$ cat src/rtl/srl_fifo_pkg.sv
// Shared constants and occupancy next-state helper for the SRL16 FIFO.
package srl_fifo_pkg;

  localparam int unsigned DEPTH  = 16;
  localparam int unsigned ADDR_W = 4;
  localparam int unsigned CNT_W  = 5;

  // Occupancy plus SRL tap address (always count-1, pinned to 0 when empty).
  typedef struct packed {
    logic [CNT_W-1:0]  count;
    logic [ADDR_W-1:0] addr;
  } occ_t;

  // Next count/tap address from current count and accepted push/pop.
  function automatic occ_t next_occ(input logic [CNT_W-1:0] count,
                                    input logic             push,
                                    input logic             pop);
    occ_t r;
    r.count = count;
    case ({push, pop})
      2'b10:   r.count = count + CNT_W'(1);
      2'b01:   r.count = count - CNT_W'(1);
      default: r.count = count;
    endcase
    r.addr = (r.count == '0) ? '0 : ADDR_W'(r.count - CNT_W'(1));
    return r;
  endfunction

endpackage

$ cat src/rtl/srl16_fifo_mem.sv
// SRL16E-style storage: one 16-deep shift register per data bit, shared CE and tap.
module srl16_fifo_mem
  import srl_fifo_pkg::*;
#(
  parameter int unsigned WIDTH = 8
) (
  input  logic              clk,
  input  logic              ce,
  input  logic [ADDR_W-1:0] addr,
  input  logic [WIDTH-1:0]  d,
  output logic [WIDTH-1:0]  q
);

  for (genvar i = 0; i < int'(WIDTH); i++) begin : g_srl
    logic [DEPTH-1:0] sr_q;
    logic [DEPTH-1:0] sr_d;

    // New bit enters tap 0 on every enabled cycle.
    always_comb begin
      sr_d = sr_q;
      if (ce) sr_d = {sr_q[DEPTH-2:0], d[i]};
    end

    // Storage has no reset, matching the primitive.
    always_ff @(posedge clk) begin
      sr_q <= sr_d;
    end

    // Addressable tap output.
    always_comb begin
      q[i] = sr_q[addr];
    end
  end

endmodule

$ cat src/rtl/srl16_fifo.sv
// First-word-fall-through FIFO control around SRL16 storage.
module srl16_fifo
  import srl_fifo_pkg::*;
#(
  parameter int unsigned WIDTH     = 8,
  parameter int unsigned AFULL_LVL = 12
) (
  input  logic             CLK,
  input  logic             RST,
  input  logic             S_VALID,
  input  logic [WIDTH-1:0] S_DATA,
  output logic             S_READY,
  output logic             M_VALID,
  output logic [WIDTH-1:0] M_DATA,
  input  logic             M_READY,
  output logic [4:0]       COUNT,
  output logic             ALMOST_FULL,
  output logic             OVERFLOW,
  output logic             UNDERFLOW
);

  logic [CNT_W-1:0]  count_q;
  logic [ADDR_W-1:0] addr_q;
  logic              m_valid_q, m_valid_d;
  logic              s_ready_q, s_ready_d;
  logic              afull_q, afull_d;
  logic              ovf_q, ovf_d;
  logic              unf_q, unf_d;
  logic              push_c, pop_c;
  occ_t              occ_d;

  // Handshakes, occupancy update and flag next-state.
  always_comb begin
    pop_c     = m_valid_q & M_READY;
    // A full FIFO still takes a word when the head leaves in the same cycle.
    push_c    = S_VALID & (s_ready_q | pop_c);
    occ_d     = next_occ(count_q, push_c, pop_c);
    m_valid_d = (occ_d.count != '0);
    s_ready_d = (occ_d.count != CNT_W'(DEPTH));
    afull_d   = (occ_d.count >= CNT_W'(AFULL_LVL));
    ovf_d     = ovf_q | (S_VALID & ~s_ready_q & ~pop_c);
    unf_d     = unf_q | (M_READY & ~m_valid_q);
  end

  // Control registers; reset wins over any same-cycle push or pop.
  always_ff @(posedge CLK) begin
    if (RST) begin
      count_q   <= '0;
      addr_q    <= '0;
      m_valid_q <= 1'b0;
      s_ready_q <= 1'b1;
      afull_q   <= 1'b0;
      ovf_q     <= 1'b0;
      unf_q     <= 1'b0;
    end else begin
      count_q   <= occ_d.count;
      addr_q    <= occ_d.addr;
      m_valid_q <= m_valid_d;
      s_ready_q <= s_ready_d;
      afull_q   <= afull_d;
      ovf_q     <= ovf_d;
      unf_q     <= unf_d;
    end
  end

  srl16_fifo_mem #(.WIDTH(WIDTH)) u_mem (
    .clk  (CLK),
    .ce   (push_c),
    .addr (addr_q),
    .d    (S_DATA),
    .q    (M_DATA)
  );

  assign S_READY     = s_ready_q;
  assign M_VALID     = m_valid_q;
  assign COUNT       = count_q;
  assign ALMOST_FULL = afull_q;
  assign OVERFLOW    = ovf_q;
  assign UNDERFLOW   = unf_q;

endmodule

$ cat config.mk
export PLATFORM = sky130hd
export DESIGN_NAME = srl16_fifo
export DESIGN_NICKNAME = d
export VERILOG_FILES = /design/src/rtl/srl_fifo_pkg.sv /design/src/rtl/srl16_fifo_mem.sv /design/src/rtl/srl16_fifo.sv
export SDC_FILE = /design/constraint.sdc
export NUM_CORES = 1
export LEC_CHECK = 0
export BUFFER_PORTS_ARGS = -buffer_cell sky130_fd_sc_hd__buf_2
export CAP_MARGIN = 25
export CELL_PAD_IN_SITES_DETAIL_PLACEMENT = 0
export CELL_PAD_IN_SITES_GLOBAL_PLACEMENT = 2
export CORE_ASPECT_RATIO = 1.1
export CORE_MARGIN = 2
export CORE_UTILIZATION = 25
export DETAILED_ROUTE_END_ITERATION = 16
export HOLD_SLACK_MARGIN = 0.02
export PLACE_DENSITY = 0.59
export SLEW_MARGIN = 15
export SYNTH_ARGS = -nofsm -noshare
export SYNTH_HDL_FRONTEND = slang
export SYNTH_SLANG_ARGS = --single-unit
$ cat constraint.sdc
create_clock -name CLK -period 4.37 [get_ports CLK]
set_input_delay 0.6555 -clock CLK [delete_from_list [all_inputs] [get_ports CLK]]
set_output_delay 0.6555 -clock CLK [all_outputs]
set_load 0.005 [all_outputs]
==> results by group, run 1 <==
Status
  • Status: finished, final reports clean

Timing
  • Slew Limit Headroom: 0.526
  • Max Clock Skew: 0.00789 ns
  • Post-layout min period: 3.31 ns
  • Worst Hold Margin: 0.415 ns
  • Max-slew violations: 0
  • Worst Tran Pin Value: between 0.7 and 0.8 ns
  • Hold Violations, Final: 0
  • Setup WS post-layout: 1.06 ns
  • TNS Setup: 0 ns
  • Unrepaired setup endpoints after global routing: no
  • Setup violators final: 0
  • Final period util: 0.757
  • Fmax achieved: 302 MHz

GRT
  • Vias in the first global route: ~2700
  • Met3 GRT Util: 0.0264
  • Met2 Usage GRT: 0.127
  • Busiest grt layer: met2
  • Met1 GRT Util: 0.118
  • First-pass GRT wire length: 15600 um
  • Total Routing Usage GR: 0.0873
  • Grt total ovfl: 0
  • Antenna violations before repair: 0
  • Pin count of the biggest net entering global routing: 88

Setup path
  • Crit-path max FO: 18
  • Worst Setup End Kind: output pin
  • CP max-delay cell: dfxtp_2
  • CP Launch Type: flop
  • Cell mode on critical path: mux4_2
  • Data required, critical path: 3.71 ns
  • CP Cell Sequence: buf_4 -> mux4_2 -> mux4_2 -> buf_2
  • CP peak stage delay: ~0.72 ns
  • Critical path type: reg2out
  • Crit path DAT: 2.65 ns

Power and ir drop
  • Pwr Density: 595 nW/um^2
  • Switching share of power: 0.252
  • Total power: just under 4 mW
  • Power share of the clock group: 0.353
  • Sequential power share: 0.441
  • P_leak: around 2.2 nW
  • Worst IR Drop VDD: 0.282 mV
  • P_int: 2.97 mW
  • Part of the power in combinational logic: 0.206
  • Psw: 0.997 mW

Placed design
  • GPL Wtd Cong: 0.701
  • Buffers on Ports: 29
  • DP Worst Slack: roughly 0.82 ns
  • Post-DP HPWL: 5600 um

Clock tree
  • CTS Hold Bufs: 0
  • Resized cells post-CTS: 0
  • Cts bufs inserted: 17
  • Clock Latency Late Sink: around 0.4 ns
  • CTS Buffer Depth: 2
  • CTS tree: done
  • Setup Fix Bufs, Post-CTS: 0
  • Root Driver: clkbuf_16
  • CTS Sinks: 142
  • H-Tree Depth: 4
  • Worst-path clk slew: 0.06 ns

Yosys
  • Synth unique cells: 43
  • Synthesis-stage register bit count: 142
  • Synth Cell Area: approximately 5600 um^2
  • Seq/Total Area, Yosys: 0.739
  • Syn_area_per_cell: 21.3 um^2
  • Main synth FF type: edfxtp_1
  • Synth Warn #: 0
  • Number of enable flip-flop cells after synthesis: 128
  • Synth Net Count: 278
  • Post-synth ARST share: 0
  • Synth Instances: between 200 and 300

Job
  • Max-cap viol count: 0

Route
  • Vias: roughly 2600
  • # DRC: 0
  • Wire per inst: 15.8 um
  • Vias per cell: 4.24
  • Detail Route Antenna Nets: 0
  • DRT Wirelength: 9630 um
  • TritonRoute pass-1 iters: 4
  • Iteration-0 DRC Markers: between 200 and 250

Worst hold path
  • Hold Path Class: in2reg

Die
  • Initial Util: 0.253
  • Die X: ~150 um
  • Die area: between 20000 and 25000 um^2
  • Rows: 57
  • Core area: about 22000 um^2
  • Ports: 30
  • Die Height: 161 um

Layout
  • Nets: 319
  • ANT cells: 0
  • Fill count: 2154
  • P&R area growth vs syn: 19.3%
  • Ratio of cells with drive above 1 in the final layout: 0.358
  • Most common cell after layout, fill and taps aside: edfxtp_1
  • Most frequent cells in the layout: edfxtp_1, mux4_2, buf_2
## path summary, 6_finish.rpt
kind / start / end / slack (ns) / cells past startpoint
worst max-delay path: addr_q[0]$_SDFF_PP0_ / M_DATA[6] / 1.06 / 4
worst min-delay path: S_DATA[6] / u_mem.g_srl[6].sr_q[0]$_DFFE_PP_ / 0.42 / 1
worst max register to register: M_VALID$_SDFF_PP0_ / S_READY$_SDFF_PP1_ / 1.21 / 10
worst min register to register: u_mem.g_srl[3].sr_q[2]$_DFFE_PP_ / u_mem.g_srl[3].sr_q[3]$_DFFE_PP_ / 0.44 / 0
## cells in the mapped netlist, drive strengths merged, types with 2 or more instances
library cell  number  area share
edfxtp           128        0.69
mux4              40        0.16
dfxtp             14       0.050
nor2              11      0.0078
buf                9       0.010
a21oi              8      0.0078
inv                5      0.0034
clkbuf             4      0.0027
ha                 4      0.0090
nand2              4      0.0027
a211oi             2      0.0036
mux2i              2      0.0036
nand2b             2      0.0022
nor2b              2      0.0022
nor4b              2      0.0054
o21ai              2      0.0018
o22ai              2      0.0034
xnor2              2      0.0031
xor2               2      0.0031
## worst max-delay path: cells and delay by family, from the launching register on
family | cells | cell delay, ns
DFF | 1 | 0.72
muxes | 2 | 1.03
buffers and inverters | 2 | 0.48
## cell type report
type	count	area (um^2)	share of cell area
clock buffers	23	448	0.0673
inverters	5	21.3	0.00319
clock inverters	9	118	0.0177
well taps	295	369	0.0554
repair buffers	35	210	0.0316
multi-input cells	102	1370	0.205
flip-flops and latches	142	4130	0.620
## kinds of logic (layout without fill, tap and decap cells)
family | Yosys count | after routing | share of synthesized area
xor+xnor | 4 | 4 | 0.00628
simple gates | 28 | 28 | 0.0305
buf+inv | 18 | 72 | 0.0164
flops | 142 | 142 | 0.739
mux | 43 | 43 | 0.167
compound gates | 23 | 23 | 0.0323
fa+ha+maj | 4 | 4 | 0.00896
## sequential cells by signal (all words and copies together) (netlist names)
register,count
u_mem.g_srl.sr_q,128
addr_q,4
COUNT,5
OVERFLOW,1
S_READY,1
UNDERFLOW,1
M_VALID,1
ALMOST_FULL,1
## power groups by stage
stage / Sequential [mW] / Clock (mW) / Combinational (mW)
floorplan: 1.69 / 0 / 0.678
global placement: 1.78 / 0 / 0.832
detailed placement: 1.79 / 0 / 0.831
CTS: 1.76 / 1.45 / 0.835
global route: 1.78 / 1.49 / 0.899
finish: 1.75 / 1.40 / 0.817
## routing by layer
metal / wire length, um / vias to the layer above
met5: 0 / -
met4: 158 / 0
met3: 331 / 14
met2: 4400 / 57
met1: 4740 / 1349
li1: - / 1173
## per-stage QoR
step           cells   util  cell area, um^2
3_5_place_dp     578  0.275             6070
4_1_cts          610  0.301             6630
3_3_place_gp     578  0.275             6070
6_report         611  0.302             6660
2_1_floorplan    262      -             5580
5_1_grt          611  0.302             6660
(Power assumes the default switching activity.)
==> inputs of run 2 (changes only) <==
- clock period: 4.37 -> 3.3 ns (I/O delays scaled with it)
==> results by group, run 2 (synthesis gave the netlist of run 1 again) <==
GRT
  • Busiest grt layer: met2 (unchanged)
  • First-pass GRT wire length: 15500 um (was 15600 um)
  • Antenna violations before repair: 0 (unchanged)
  • Met1 GRT Util: 0.117 (was 0.118)
  • Vias in the first global route: 2735 (was 2722)
  • Grt total ovfl: 0 (unchanged)
  • Total Routing Usage GR: 0.0872 (was 0.0873)
  • Pin count of the biggest net entering global routing: 40 (was 88)
  • Met2 Usage GRT: 0.126 (was 0.127)
  • Met3 GRT Util: 0.0332 (was 0.0264)

Timing
  • Max-slew violations: 0 (unchanged)
  • Fmax achieved: 348 MHz
  • Hold Violations, Final: 0 (unchanged)
  • Worst Hold Margin: 0.251 ns (was 0.415 ns)
  • TNS Setup: 0 ns (unchanged)
  • Final period util: 0.871
  • Post-layout min period: 2.87 ns
  • Max Clock Skew: 0.00499 ns (was 0.00789 ns)
  • Worst Tran Pin Value: 0.747 ns (was 0.709 ns)
  • Slew Limit Headroom: 0.501 (was 0.526)
  • Setup WS post-layout: 0.425 ns (was 1.06 ns)
  • Unrepaired setup endpoints after global routing: no (unchanged)
  • Setup violators final: 0 (unchanged)

Die
  • Die X: 146 um (unchanged)
  • Initial Util: 0.253 (unchanged)
  • Die area: 23500 um^2 (unchanged)
  • Ports: 30 (unchanged)
  • Rows: 57 (unchanged)
  • Die Height: 161 um (unchanged)
  • Core area: 22000 um^2 (unchanged)

Layout
  • Multi-input logic area: 1370 um^2 (about the same)
  • Most frequent cells in the layout: edfxtp_1, mux4_2, buf_2 (unchanged)
  • Reg with most FFs: u_mem.g_srl.sr_q (unchanged)
  • ANT cells: 0 (unchanged)
  • Design Area, Final: 6670 um^2 (was 6660 um^2)
  • Max FFs per register: 128 (unchanged)
  • P&R area growth vs syn: 19.5% (was 19.3%)
  • Ratio of cells with drive above 1 in the final layout: 0.376 (was 0.358)
  • Nets: 319 (unchanged)
  • Most common cell after layout, fill and taps aside: edfxtp_1 (unchanged)
  • Fill count: 2145 (was 2154)
  • Reg area: 4130 um^2 (unchanged)

Power and ir drop
  • Worst IR Drop VDD: 0.380 mV (was 0.282 mV)
  • Pwr Density: 771 nW/um^2 (was 595 nW/um^2)
  • P_leak: 2.20 nW (was 2.21 nW)

Clock tree
  • CTS tree: done (unchanged)
  • CTS Buffer Depth: 2 (unchanged)
  • H-Tree Depth: 4 (unchanged)
  • Resized cells post-CTS: 0 (unchanged)
  • CTS Sinks: 142 (unchanged)
  • Setup Fix Bufs, Post-CTS: 0 (unchanged)
  • Root Driver: clkbuf_16 (unchanged)
  • Clock Latency Late Sink: 0.41 ns (about the same)
  • Worst-path clk slew: 0.06 ns (about the same)
  • CTS Hold Bufs: 0 (unchanged)
  • Cts bufs inserted: 17 (unchanged)

Route
  • # DRC: 0 (unchanged)
  • Iteration-0 DRC Markers: 208 (was 216)
  • Wire per inst: 15.7 um (was 15.8 um)
  • DRT Wirelength: 9550 um (was 9630 um)
  • Detail Route Antenna Nets: 0 (unchanged)
  • Vias per cell: 4.26 (was 4.24)
  • TritonRoute pass-1 iters: 4 (unchanged)
  • Vias: 2596 (was 2593)

Status
  • Status: finished, final reports clean (unchanged)

Setup path
  • Crit path DAT: 3.16 ns (was 2.65 ns)
  • Flop-to-flop setup slack: 0.43 ns (was 1.21 ns)
  • Crit-path max FO: 11 (was 18)
  • CP Launch Type: flop (unchanged)
  • Worst Setup End Kind: flop (was output pin)
  • Critical path type: reg2reg (was reg2out)
  • Data required, critical path: 3.59 ns (was 3.71 ns)

Worst hold path
  • Hold Path Class: in2reg (unchanged)

Placed design
  • Cell Area, Placed: 6140 um^2 (was 6070 um^2)
  • Buffers on Ports: 29 (unchanged)
  • Post-DP HPWL: 5660 um (was 5600 um)
  • DP Worst Slack: 0.186 ns (was 0.821 ns)
  • GPL Wtd Cong: 0.682 (was 0.701)

Job
  • Max-cap viol count: 0 (unchanged)
## run 2: cell type report
cell class                      instances  area share
Clock buffer                           19      0.0649
Clock inverter                         11      0.0146
Inverter                                5     0.00338
Multi-Input combinational cell        102       0.206
Sequential cell                       142       0.618
Tap cell                              295      0.0553
Timing Repair Buffer                   35      0.0379
## run 2: worst max-delay path, stage by stage (launching register included)
cell      delay, ns
dfxtp_1        0.33
and2_1         0.21
o21ai_2        0.23
ha_1           0.40
xor2_1         0.12
ha_1           0.24
o221ai_1       0.20
o31ai_1        0.13
o41a_1         0.46
nor2_2         0.28
a311oi_2       0.13
## run 2: layer usage
metal	wire length, um	share of wire
met2	4380	0.46
met1	4500	0.47
met5	0	0
met4	186	0.019
met3	482	0.050
## run 2: final timing paths
| check | cells after the start | startpoint | endpoint |
|---|---|---|---|
| setup reg to reg | 10 | M_VALID$_SDFF_PP0_ | addr_q[2]$_SDFF_PP0_ |
| hold / removal | 1 | S_DATA[6] | u_mem.g_srl[6].sr_q[0]$_DFFE_PP_ |
| setup / recovery | 10 | M_VALID$_SDFF_PP0_ | addr_q[2]$_SDFF_PP0_ |
| hold reg to reg | 0 | u_mem.g_srl[0].sr_q[1]$_DFFE_PP_ | u_mem.g_srl[0].sr_q[2]$_DFFE_PP_ |
## run 2: stage by stage
step	power, mW	instances	util
2_1_floorplan	3.13	262	-
3_3_place_gp	3.49	579	0.279
3_5_place_dp	3.49	579	0.279
4_1_cts	5.24	609	0.303
5_1_grt	5.42	609	0.303
6_report	5.14	609	0.303
## run 2: where the power goes
part / leakage (nW) / switching, mW / internal [mW] / total (mW)
Sequential: 1.37 / 0.129 / 2.13 / 2.26
Combinational: 0.577 / 0.520 / 0.630 / 1.15
Clock: 0.250 / 0.706 / 1.02 / 1.73
==> inputs of run 3 (changes only) <==
- CELL_PAD_IN_SITES_DETAIL_PLACEMENT: 0 -> default
- CELL_PAD_IN_SITES_GLOBAL_PLACEMENT: 2 -> default
- CORE_UTILIZATION: 25 -> 40
- PLACE_DENSITY: 0.59 -> 0.68
==> results by group, run 3 (synthesis gave the netlist of run 1 again) <==
Status
  • Status: finished, final reports clean (unchanged)

Setup path
  • Data required, critical path: 2.80 ns (was 3.59 ns)
  • Worst r2r dst: S_READY$_SDFF_PP1_ (was addr_q[2]$_SDFF_PP0_)
  • Crit path DAT: 2.31 ns (was 3.16 ns)
  • Critical path type: reg2out (was reg2reg)
  • Cell mode on critical path: mux4_2 (was ha_1)
  • Buf+Inv Stages, Crit Path: 2 (was 0)
  • CP Cell Sequence: buf_4 -> mux4_2 -> mux4_2 -> buf_2 (was and2_1 -> o21ai_2 -> ha_1 -> xor2_1 -> ha_1 -> o221ai_1 -> o31ai_1 -> o41a_1 -> nor2_2 -> a311oi_2)
  • Worst Setup End Kind: output pin (was flop)
  • Worst path top cell family by delay: multiplexers (was compound AO/OA/AOI/OAI gates)
  • Flop-to-flop setup slack: 0.50 ns (was 0.43 ns)
  • Worst Reg-to-Reg Cells: 10 (unchanged)
  • CP Launch Type: flop (unchanged)
  • Crit-path max FO: 19 (was 11)
  • Worst r2r src: M_VALID$_SDFF_PP0_ (unchanged)
  • CP peak stage delay: 0.57 ns (was 0.46 ns)
  • CP max-delay cell: mux4_2 (was o41a_1)

Timing
  • Setup violators final: 0 (unchanged)
  • Worst Tran Pin Value: 0.718 ns (was 0.747 ns)
  • Slew Limit Headroom: 0.521 (was 0.501)
  • Max Clock Skew: 0.00647 ns (was 0.00499 ns)
  • Hold Violations, Final: 0 (unchanged)
  • TNS Setup: 0 ns (unchanged)
  • Post-layout min period: 2.80 ns (was 2.87 ns)
  • Max-slew violations: 0 (unchanged)
  • Unrepaired setup endpoints after global routing: no (unchanged)
  • Setup WS post-layout: 0.498 ns (was 0.425 ns)
  • Final period util: 0.849 (was 0.871)
  • Fmax achieved: 357 MHz (was 348 MHz)

Die
  • Ports: 30 (unchanged)
  • Die X: 117 um (was 146 um)
  • Rows: 45 (was 57)
  • Initial Util: 0.406 (was 0.253)
  • Core area: 13700 um^2 (was 22000 um^2)
  • Die area: 14900 um^2 (was 23500 um^2)
  • Die Height: 128 um (was 161 um)

Clock tree
  • Clock Latency Late Sink: 0.41 ns (about the same)
  • Worst-path clk slew: 0.06 ns (about the same)
  • Root Driver: clkbuf_16 (unchanged)
  • Setup Fix Bufs, Post-CTS: 0 (unchanged)
  • CTS Hold Bufs: 0 (unchanged)
  • CTS Buffer Depth: 2 (unchanged)
  • CTS Sinks: 142 (unchanged)
  • CTS tree: done (unchanged)
  • Cts bufs inserted: 17 (unchanged)
  • H-Tree Depth: 4 (unchanged)
  • Resized cells post-CTS: 0 (unchanged)

Route
  • Iteration-0 DRC Markers: 166 (was 208)
  • Vias: 2602 (was 2596)
  • TritonRoute pass-1 iters: 4 (unchanged)
  • DRT Wirelength: 8790 um (was 9550 um)
  • # DRC: 0 (unchanged)
  • Vias per cell: 5.16 (was 4.26)
  • Wire per inst: 17.4 um (was 15.7 um)
  • Detail Route Antenna Nets: 0 (unchanged)

Power and ir drop
  • P_leak: 2.17 nW (was 2.20 nW)
  • Total power: 4.97 mW (was 5.14 mW)
  • Pwr Density: 769 nW/um^2 (was 771 nW/um^2)
  • Worst IR Drop VDD: 0.369 mV (was 0.380 mV)

Layout
  • Reg with most FFs: u_mem.g_srl.sr_q (unchanged)
  • Fill count: 1189 (was 2145)
  • Reg area: 4130 um^2 (unchanged)
  • Most common cell after layout, fill and taps aside: edfxtp_1 (unchanged)
  • Most frequent cells in the layout: edfxtp_1, mux4_2, buf_2 (unchanged)
  • P&R area growth vs syn: 15.7% (was 19.5%)
  • Max FFs per register: 128 (unchanged)
  • Multi-input logic area: 1370 um^2 (unchanged)
  • Nets: 319 (unchanged)
  • Ratio of cells with drive above 1 in the final layout: 0.354 (was 0.376)
  • ANT cells: 0 (unchanged)

Worst hold path
  • Hold Path Sink: u_mem.g_srl[5].sr_q[0]$_DFFE_PP_ (was u_mem.g_srl[6].sr_q[0]$_DFFE_PP_)
  • Worst hold stages: 1 (unchanged)
  • HP Start: S_DATA[5] (was S_DATA[6])
  • Hold Path Class: in2reg (unchanged)

Job
  • Max-cap viol count: 0 (unchanged)

GRT
  • Antenna violations before repair: 0 (unchanged)
  • Pin count of the biggest net entering global routing: 47 (was 40)
  • Vias in the first global route: 2770 (was 2735)
  • Total Routing Usage GR: 0.133 (was 0.0872)
  • First-pass GRT wire length: 14500 um (was 15500 um)
  • Grt total ovfl: 0 (unchanged)

Placed design
  • DP Worst Slack: 0.219 ns (was 0.186 ns)
  • Buffers on Ports: 29 (unchanged)
  • GPL Wtd Cong: 0.777 (was 0.682)
  • Post-DP HPWL: 5060 um (was 5660 um)
run 3: changes by cell type in the layout (fill, tap and decap cells not counted), sizes merged:
cell      delta
clkbuf       +1
bufinv       -1
clkinvlp     -3
clkinv       +5
run 3: layout make-up:
cell class | instances | share of cell area
Clock buffer | 20 | 0.0676
Multi-Input combinational cell | 102 | 0.212
Timing Repair Buffer | 35 | 0.0333
Sequential cell | 142 | 0.639
Clock inverter | 12 | 0.00833
Tap cell | 188 | 0.0364
Inverter | 5 | 0.00349
run 3: how the worst max path moves through the flow:
stage,from,cells after the start,endpoint
final,addr_q[0]$_SDFF_PP0_,4,M_DATA[7]
after global routing,M_VALID$_SDFF_PP0_,10,S_READY$_SDFF_PP1_
after CTS,addr_q[0]$_SDFF_PP0_,4,M_DATA[4]
after detailed placement,M_READY,11,S_READY$_SDFF_PP1_
after global placement,M_READY,11,S_READY$_SDFF_PP1_
after floorplan,M_READY,3,u_mem.g_srl[0].sr_q[0]$_DFFE_PP_
run 3: power breakdown:
group | total (mW) | internal, mW | switching (mW)
Sequential | 2.26 | 2.14 | 0.127
Clock | 1.60 | 0.933 | 0.667
Combinational | 1.11 | 0.614 | 0.491
Total | 4.97 | 3.68 | 1.29
run 3: per-stage QoR:
stage                     instances  utilization  hold slack, ns  instance area (um^2)
after CTS                       504        0.470           0.236                  6460
after detailed placement        472        0.435           0.429                  5970
after global routing            504        0.470           0.239                  6460
after floorplan                 262            -           0.421                  5590
final                           504        0.470           0.252                  6460
after global placement          472        0.435           0.424                  5970
run 3: layer usage:
| metal | global-route usage | part of all wire |
|---|---|---|
| met4 | 0.0747 | 0.018 |
| met1 | 0.183 | 0.47 |
| met2 | 0.188 | 0.48 |
| met3 | 0.0421 | 0.035 |
| met5 | 0 | 0 |
